File: src/rtl/user_proj_mac_array_if.sv
// Wishbone slave bundle between the management SoC and the MAC array.
interface user_proj_mac_array_if;
  logic        cyc;
  logic        stb;
  logic        we;
  logic [3:0]  sel;
  logic [31:0] adr;
  logic [31:0] wdat;
  logic        ack;
  logic [31:0] rdat;

  modport master (output cyc, stb, we, sel, adr, wdat, input ack, rdat);
  modport slave  (input cyc, stb, we, sel, adr, wdat, output ack, rdat);
endinterface

File: src/rtl/user_proj_mac_array.sv
// Multi-lane MAC accelerator: A/B operand buffers, LEN-step two-stage
// multiply/accumulate over LANES lanes, Wishbone register access, done irq.
module user_proj_mac_array #(
  parameter int          LANES    = 4,
  parameter int          DW       = 8,
  parameter int          ACCW     = 32,
  parameter int          DEPTH    = 16,
  parameter logic [31:0] BASE_ADR = 32'h3000_0000
) (
  input  logic                  wb_clk_i,
  input  logic                  wb_rst_ni,
  user_proj_mac_array_if.slave  wbs,
  output logic [127:0]          la_data_out,
  output logic [2:0]            irq
);
  localparam int AW = (DEPTH > 1) ? $clog2(DEPTH) : 1;
  localparam int LW = (LANES > 1) ? $clog2(LANES) : 1;

  typedef enum logic [1:0] {IDLE, RUN, DRAIN} state_t;
  state_t state, state_nx;

  logic [31:0]     a_mem [DEPTH];
  logic [31:0]     b_mem [DEPTH];
  logic [ACCW-1:0] acc [LANES];
  logic [ACCW-1:0] prod [LANES];
  logic [ACCW-1:0] prod_nx [LANES];
  logic            p_valid;
  logic [6:0]      len, step;
  logic            sgn, relu, irq_en, run_sgn, run_relu;
  logic            done, err, drain_cnt;
  logic            busy, run_en, set_done;

  logic        hit, req, wr;
  logic [1:0]  region;
  logic [5:0]  idx;
  logic        wr_ctrl, wr_stat, wr_len, wr_a, wr_b;
  logic        start_req, clr_req, len_ok, start_ok, start_err;
  logic [31:0] rd_data;
  logic [ACCW-1:0] acc_sel;
  logic        unused_adr;

  assign hit        = (wbs.adr[31:10] == BASE_ADR[31:10]);
  assign req        = wbs.cyc & wbs.stb & ~wbs.ack & hit;
  assign wr         = req & wbs.we;
  assign region     = wbs.adr[9:8];
  assign idx        = wbs.adr[7:2];
  assign unused_adr = &{1'b0, wbs.adr[1:0]};

  assign wr_ctrl = wr && (region == 2'd0) && (idx == 6'd0);
  assign wr_stat = wr && (region == 2'd0) && (idx == 6'd1);
  assign wr_len  = wr && (region == 2'd0) && (idx == 6'd2);
  assign wr_a    = wr && (region == 2'd1) && ({1'b0, idx} < 7'(DEPTH));
  assign wr_b    = wr && (region == 2'd2) && ({1'b0, idx} < 7'(DEPTH));

  assign start_req = wr_ctrl & wbs.sel[0] & wbs.wdat[0] & ~busy;
  assign clr_req   = wr_ctrl & wbs.sel[0] & wbs.wdat[1] & ~busy;
  assign len_ok    = (len != 7'd0) && (len <= 7'(DEPTH));
  assign start_ok  = start_req & len_ok;
  assign start_err = start_req & ~len_ok;

  always_ff @(posedge wb_clk_i) begin
    if (!wb_rst_ni) state <= IDLE;
    else            state <= state_nx;
  end

  always_comb begin
    state_nx = state;
    case (state)
      IDLE:    if (start_ok) state_nx = RUN;
      RUN:     if (step == len - 7'd1) state_nx = DRAIN;
      DRAIN:   if (drain_cnt) state_nx = IDLE;
      default: state_nx = IDLE;
    endcase
  end

  always_comb begin
    busy     = (state != IDLE);
    run_en   = (state == RUN);
    set_done = (state == DRAIN) && drain_cnt;
  end

  always_ff @(posedge wb_clk_i) begin
    if (!wb_rst_ni) begin
      wbs.ack   <= 1'b0;
      wbs.rdat  <= '0;
      len       <= '0;
      sgn       <= 1'b0;
      relu      <= 1'b0;
      irq_en    <= 1'b0;
      run_sgn   <= 1'b0;
      run_relu  <= 1'b0;
      done      <= 1'b0;
      err       <= 1'b0;
      step      <= '0;
      drain_cnt <= 1'b0;
    end else begin
      wbs.ack  <= req;
      wbs.rdat <= (req & ~wbs.we) ? rd_data : '0;
      if (wr_ctrl && wbs.sel[0]) begin
        irq_en <= wbs.wdat[4];
        if (!busy) begin
          sgn  <= wbs.wdat[2];
          relu <= wbs.wdat[3];
        end
      end
      if (wr_len && wbs.sel[0] && !busy) len <= wbs.wdat[6:0];
      if (start_ok) begin
        run_sgn  <= wbs.wdat[2];
        run_relu <= wbs.wdat[3];
      end
      if (start_ok)    step <= '0;
      else if (run_en) step <= step + 7'd1;
      drain_cnt <= (state == DRAIN) ? ~drain_cnt : 1'b0;
      // A completing run beats a same-cycle DONE clear.
      if (set_done)                                      done <= 1'b1;
      else if (start_ok)                                 done <= 1'b0;
      else if (wr_stat && wbs.sel[0] && wbs.wdat[1])     done <= 1'b0;
      if (start_err)                                     err <= 1'b1;
      else if (wr_stat && wbs.sel[0] && wbs.wdat[2])     err <= 1'b0;
    end
  end

  always_ff @(posedge wb_clk_i) begin
    for (int unsigned b = 0; b < 4; b++) begin
      if (wr_a && !busy && wbs.sel[b]) a_mem[idx[AW-1:0]][8*b +: 8] <= wbs.wdat[8*b +: 8];
      if (wr_b && !busy && wbs.sel[b]) b_mem[idx[AW-1:0]][8*b +: 8] <= wbs.wdat[8*b +: 8];
    end
  end

  logic [DW-1:0]          oa, ob;
  logic signed [2*DW-1:0] sp;
  logic [2*DW-1:0]        up;

  always_comb begin
    oa = '0;
    ob = '0;
    sp = '0;
    up = '0;
    for (int unsigned i = 0; i < LANES; i++) begin
      oa = a_mem[step[AW-1:0]][i*DW +: DW];
      ob = b_mem[step[AW-1:0]][i*DW +: DW];
      sp = $signed({{DW{oa[DW-1]}}, oa}) * $signed({{DW{ob[DW-1]}}, ob});
      up = {{DW{1'b0}}, oa} * {{DW{1'b0}}, ob};
      prod_nx[i] = run_sgn ? ACCW'(sp) : ACCW'(up);
    end
  end

  // Stage 1 registers the lane products, stage 2 folds them into acc.
  always_ff @(posedge wb_clk_i) begin
    if (!wb_rst_ni) begin
      p_valid <= 1'b0;
      for (int unsigned i = 0; i < LANES; i++) begin
        prod[i] <= '0;
        acc[i]  <= '0;
      end
    end else begin
      p_valid <= run_en;
      for (int unsigned i = 0; i < LANES; i++) begin
        if (run_en) prod[i] <= prod_nx[i];
        if (clr_req)      acc[i] <= '0;
        else if (p_valid) acc[i] <= acc[i] + prod[i];
      end
    end
  end

  always_comb begin
    rd_data = '0;
    acc_sel = acc[idx[LW-1:0]];
    case (region)
      2'd0: begin
        case (idx)
          6'd0:    rd_data = {27'd0, irq_en, relu, sgn, 2'b00};
          6'd1:    rd_data = {29'd0, err, done, busy};
          6'd2:    rd_data = {25'd0, len};
          default: rd_data = '0;
        endcase
      end
      2'd1: if ({1'b0, idx} < 7'(DEPTH)) rd_data = a_mem[idx[AW-1:0]];
      2'd2: if ({1'b0, idx} < 7'(DEPTH)) rd_data = b_mem[idx[AW-1:0]];
      default: begin
        if ({1'b0, idx} < 7'(LANES))
          rd_data = (run_sgn & run_relu & acc_sel[ACCW-1]) ? '0 : 32'(acc_sel);
      end
    endcase
  end

  assign la_data_out = {118'd0, step[5:0], 1'b0, err, done, busy};
  assign irq         = {2'b00, done & irq_en};
endmodule

File: src/flat_wrapper.sv
// flat-port wrapper written by rule: the top's interface ports become plain ports
module user_proj_mac_array_flat 
#(
  parameter int          LANES    = 4,
  parameter int          DW       = 8,
  parameter int          ACCW     = 32,
  parameter int          DEPTH    = 16,
  parameter logic [31:0] BASE_ADR = 32'h3000_0000
)
  (wb_clk_i, wb_rst_ni, la_data_out, irq, wbs_cyc, wbs_stb, wbs_we, wbs_sel, wbs_adr, wbs_wdat, wbs_ack, wbs_rdat);
  user_proj_mac_array_if wbs_i ();
  input  logic wb_clk_i;
  input  logic wb_rst_ni;
  output logic [127:0] la_data_out;
  output logic [2:0] irq;
  input wire logic [$bits(wbs_i.cyc)-1:0] wbs_cyc;
  input wire logic [$bits(wbs_i.stb)-1:0] wbs_stb;
  input wire logic [$bits(wbs_i.we)-1:0] wbs_we;
  input wire logic [$bits(wbs_i.sel)-1:0] wbs_sel;
  input wire logic [$bits(wbs_i.adr)-1:0] wbs_adr;
  input wire logic [$bits(wbs_i.wdat)-1:0] wbs_wdat;
  output wire logic [$bits(wbs_i.ack)-1:0] wbs_ack;
  output wire logic [$bits(wbs_i.rdat)-1:0] wbs_rdat;
  assign wbs_i.cyc = wbs_cyc;
  assign wbs_i.stb = wbs_stb;
  assign wbs_i.we = wbs_we;
  assign wbs_i.sel = wbs_sel;
  assign wbs_i.adr = wbs_adr;
  assign wbs_i.wdat = wbs_wdat;
  assign wbs_ack = wbs_i.ack;
  assign wbs_rdat = wbs_i.rdat;
  user_proj_mac_array #(.LANES(LANES), .DW(DW), .ACCW(ACCW), .DEPTH(DEPTH), .BASE_ADR(BASE_ADR)) u_core (.wb_clk_i(wb_clk_i), .wb_rst_ni(wb_rst_ni), .wbs(wbs_i), .la_data_out(la_data_out), .irq(irq));
endmodule
File: config.mk
export PLATFORM = sky130hd
export DESIGN_NAME = user_proj_mac_array_flat
export DESIGN_NICKNAME = d
export VERILOG_FILES = /design/src/rtl/user_proj_mac_array_if.sv /design/src/rtl/user_proj_mac_array.sv /design/src/flat_wrapper.sv
export SDC_FILE = /design/constraint.sdc
export NUM_CORES = 2
export LEC_CHECK = 0
export ABC_AREA = 1
export CELL_PAD_IN_SITES_DETAIL_PLACEMENT = 1
export CELL_PAD_IN_SITES_GLOBAL_PLACEMENT = 1
export CORE_MARGIN = 2
export CORE_UTILIZATION = 23
export CTS_CLUSTER_DIAMETER = 120
export DETAILED_ROUTE_END_ITERATION = 12
export PLACE_DENSITY = 0.56
export SKIP_CTS_REPAIR_TIMING = 1
export SLEW_MARGIN = 5
export SYNTH_ARGS = -nofsm -noshare
export SYNTH_HDL_FRONTEND = slang
export SYNTH_SLANG_ARGS = --single-unit
File: constraint.sdc
create_clock -name wb_clk_i -period 6.25 [get_ports wb_clk_i]
set_input_delay 0.9375 -clock wb_clk_i [delete_from_list [all_inputs] [get_ports wb_clk_i]]
set_output_delay 0.9375 -clock wb_clk_i [all_outputs]
set_load 0.03 [all_outputs]
==> impl_metrics.tcl <==
set metrics [dict create \
    netlist_instances 9058 \
    timing_max_transition_violations_final 0 \
    finalWorstPathRequiredPeriod_ns 6.11 \
    final_net_count 10200 \
    synth_most_common_cell "nand2_1" \
    place_hpwl_um 248000 \
    synth_area_um2 83200 \
    grt_pass1_vias 75200 \
    ant_nets 0 \
    maxCapViolations 0 \
    gp_congestion 0.865 \
    synth.largest_area_cell "edfxtp_1" \
    fp-row-count 220 \
    post-route-period-util_pct 97.8 \
    start_util_pct 23.1 \
    synth_enable_flop_cells 1220 \
    worst_ir_drop_vdd_v 0.000174 \
    die_height_um 606 \
    synth_sequential_area_ratio_pct 45.5 \
    run_status "complete, no violations" \
    critical_path_peak_fanout 11 \
    clock_tree.buffer_depth 4 \
    netlist_top_cells_area "edfxtp_1 (44%), fa_1 (8.3%), nand2_1 (7.2%)" \
    cts_num_sinks 1282 \
    yosys_register_bits 1282 \
    vias_per_cell 4.94 \
    hold_path_class "register to register" \
    number_of_instances_in_the_placed_design 14000 \
    final_hold_viol_count 0 \
    clock_insertion_delay_worst_skew_ns 0.86 \
    power_leakage_nw 40.1 \
    placement.io_buffers 113 \
    coreArea_um2 360000 \
    timing_worst_slew_pin_value_ns 1.37 \
    postLayoutCellArea_um2 98400 \
    synth.distinct_cells 46 \
    slew_headroom_pct 8.31 \
    cts-htree-levels 4 \
    rsz0062_at_grt "true" \
    max_fclk_mhz 164 \
    cts_tree "built" \
    dr_total_vias 70600 \
    cp_data_arrival_time_ns 6.68 \
    place_area_um2 92600 \
    global_route.overflow_total 0 \
    ios 237 \
    drt-initial-drc-count 5345 \
    m2_gr_usage_pct 31.0 \
    number_of_filler_instances_in_the_final_layout 41600 \
    pd_cells_nw_per_um2 209 \
    crit_required_ns 6.82 \
    ys_async_sr_fraction_pct 0 \
    grt_util_all_layers_pct 18.3 \
    synth.top_cells.by_count "nand2_1 (1,598), edfxtp_1 (1,220), inv_1 (1,146), nor2_1 (1,010), o21ai_0 (721)" \
    use_met1_pct 24.0 \
    drt-total-wl_um 343000 \
    die_area_um2 367000 \
    drt_pass1_iterations 6 \
    setup_total_negative_slack_ns 0 \
    stdcell_count 14300 \
    synth_top_area_share_pct 44.0 \
    root_buffer_master "clkbuf_16" \
    syn_avg_cell_area_um2 9.19 \
    finalSetupViolCount 0 \
    post-route-util_pct 27.4 \
    yosys_most_used_dff "edfxtp_1" \
    worst_setup_path_start_kind "register" \
    first_pass_grt_wire_length_um 502000 \
    worstSetupPathType "register to register" \
    layout-area-overhead-vs-synth_pct 18.2 \
    numCtsBuffers 168 \
    gr-usage-met3_pct 2.21 \
    synth.yosys.warnings 0 \
    critical_path.endpoint_type "register" \
    top_usage_layer "met2" \
    grt_max_degree 121 \
    die_x_extent_um 606 \
    final_layout_size_suffix_gt1_share_pct 8.90 \
    reg2reg_slack_ns 0.14 \
    cts.reportedPaths.clkPinSlew_ns 0.06 \
    clock-skew-final_ns 0.0693 \
    wl_per_cell_um 24.0 \
    drcViolationCount 0 \
    antenna_found_initial 31 \
]
-- cell usage in the layout, fill, tap and decap left out, drive strengths merged, types with 44 or more instances in the layout --
cell type / count
a21oi: 392
a22oi: 528
buf: 492
clkbuf: 208
clkdlybuf4s50: 108
clkinv: 65
conb: 121
dfxtp: 62
edfxtp: 1220
fa: 344
ha: 358
inv: 1157
nand2: 1599
nand3: 312
nand4: 105
nor2: 1015
nor3: 44
o211ai: 70
o21ai: 723
o21bai: 45
o221ai: 192
o22ai: 64
xnor2: 55
xor2: 47
-- power by group --
part           internal [W]  switching (W)  total (W)  leakage (nW)
Clock               0.00563        0.00396    0.00958          2.58
Sequential          0.00944      0.0000585    0.00950          11.7
Combinational      0.000371        0.00112    0.00149          25.8
Total                0.0154        0.00513     0.0206          40.1
-- through the flow --
stage	hold WS, ns	setup slack, ns	power, W
5_1_grt	0.512	-0.106	0.0212
3_3_place_gp	0.462	0.0589	0.0111
2_1_floorplan	0.430	0.764	0.0105
3_5_place_dp	0.458	0.0341	0.0111
6_report	0.464	0.138	0.0206
4_1_cts	0.467	0.0220	0.0207
-- sequential cells by signal, indices dropped and copies added, names as in the netlist, 2 cells and up, named ones only --
| signal | flops |
|---|---|
| u_core.acc | 128 |
| u_core.step | 7 |
| u_core.b_mem | 512 |
| u_core.a_mem | 512 |
| u_core.wbs.rdat | 32 |
| u_core.state | 2 |
| u_core.len | 7 |
| u_core.prod | 68 |
-- logic make-up (layout without fill, tap and decap cells) --
| logic type | after synthesis | in the layout | synth area share (%) |
|---|---|---|---|
| buf+inv | 1708 | 2051 | 8.50 |
| other cells | 1 | 132 | 0.00450 |
| compound gates | 2134 | 2134 | 16.1 |
| flops | 1282 | 1282 | 45.5 |
| simple gates | 3129 | 3129 | 15.2 |
| fa+ha+maj | 702 | 702 | 13.7 |
| xor+xnor | 102 | 102 | 1.07 |
-- critical path: stages, from the launching register on --
cell and delay [ns]:
dfxtp_4 0.51, buf_16 0.21, clkbuf_16 0.23, buf_4 0.21, o21ai_0 0.10, o221ai_1 0.33, nand3_1 0.29, nand2_2 0.24
buf_4 0.15, nand2_1 0.09, fa_1 0.47, fa_1 0.55, inv_1 0.05, fa_1 0.47, inv_1 0.05, fa_1 0.47
inv_1 0.04, ha_1 0.36, nand2_1 0.09, nor2_1 0.18, nand3_1 0.13, o2111ai_1 0.14, a21oi_1 0.10, o21ai_1 0.17
buf_4 0.14, inv_1 0.04
-- final timing paths --
kind	start	endpoint	cells past startpoint
max	register	u_core.prod[3][30]$_SDFFCE_PN0P_	25
min reg2reg	u_core.sgn$_SDFFE_PN0P_	u_core.sgn$_SDFFE_PN0P_	2
max reg2reg	register	u_core.prod[3][30]$_SDFFCE_PN0P_	25
min	u_core.sgn$_SDFFE_PN0P_	u_core.sgn$_SDFFE_PN0P_	2
-- routing by layer --
layer,vias up,share of wire (%)
li1,31800,-
met1,36200,44
met2,2096,47
met3,534,5.2
met4,14,3.7
met5,-,0.022
-- cell type report --
class	instances	area [um2]	area share [%]
Antenna cell	11	27.5	0.0280
Tap cell	4773	5970	6.07
Inverter	1152	4360	4.43
Multi-Input combinational cell	6188	39100	39.7
Timing Repair Buffer	605	5810	5.90
Clock buffer	203	4450	4.52
Clock inverter	91	842	0.856
Sequential cell	1282	37900	38.5
(Power assumes the default switching activity.)
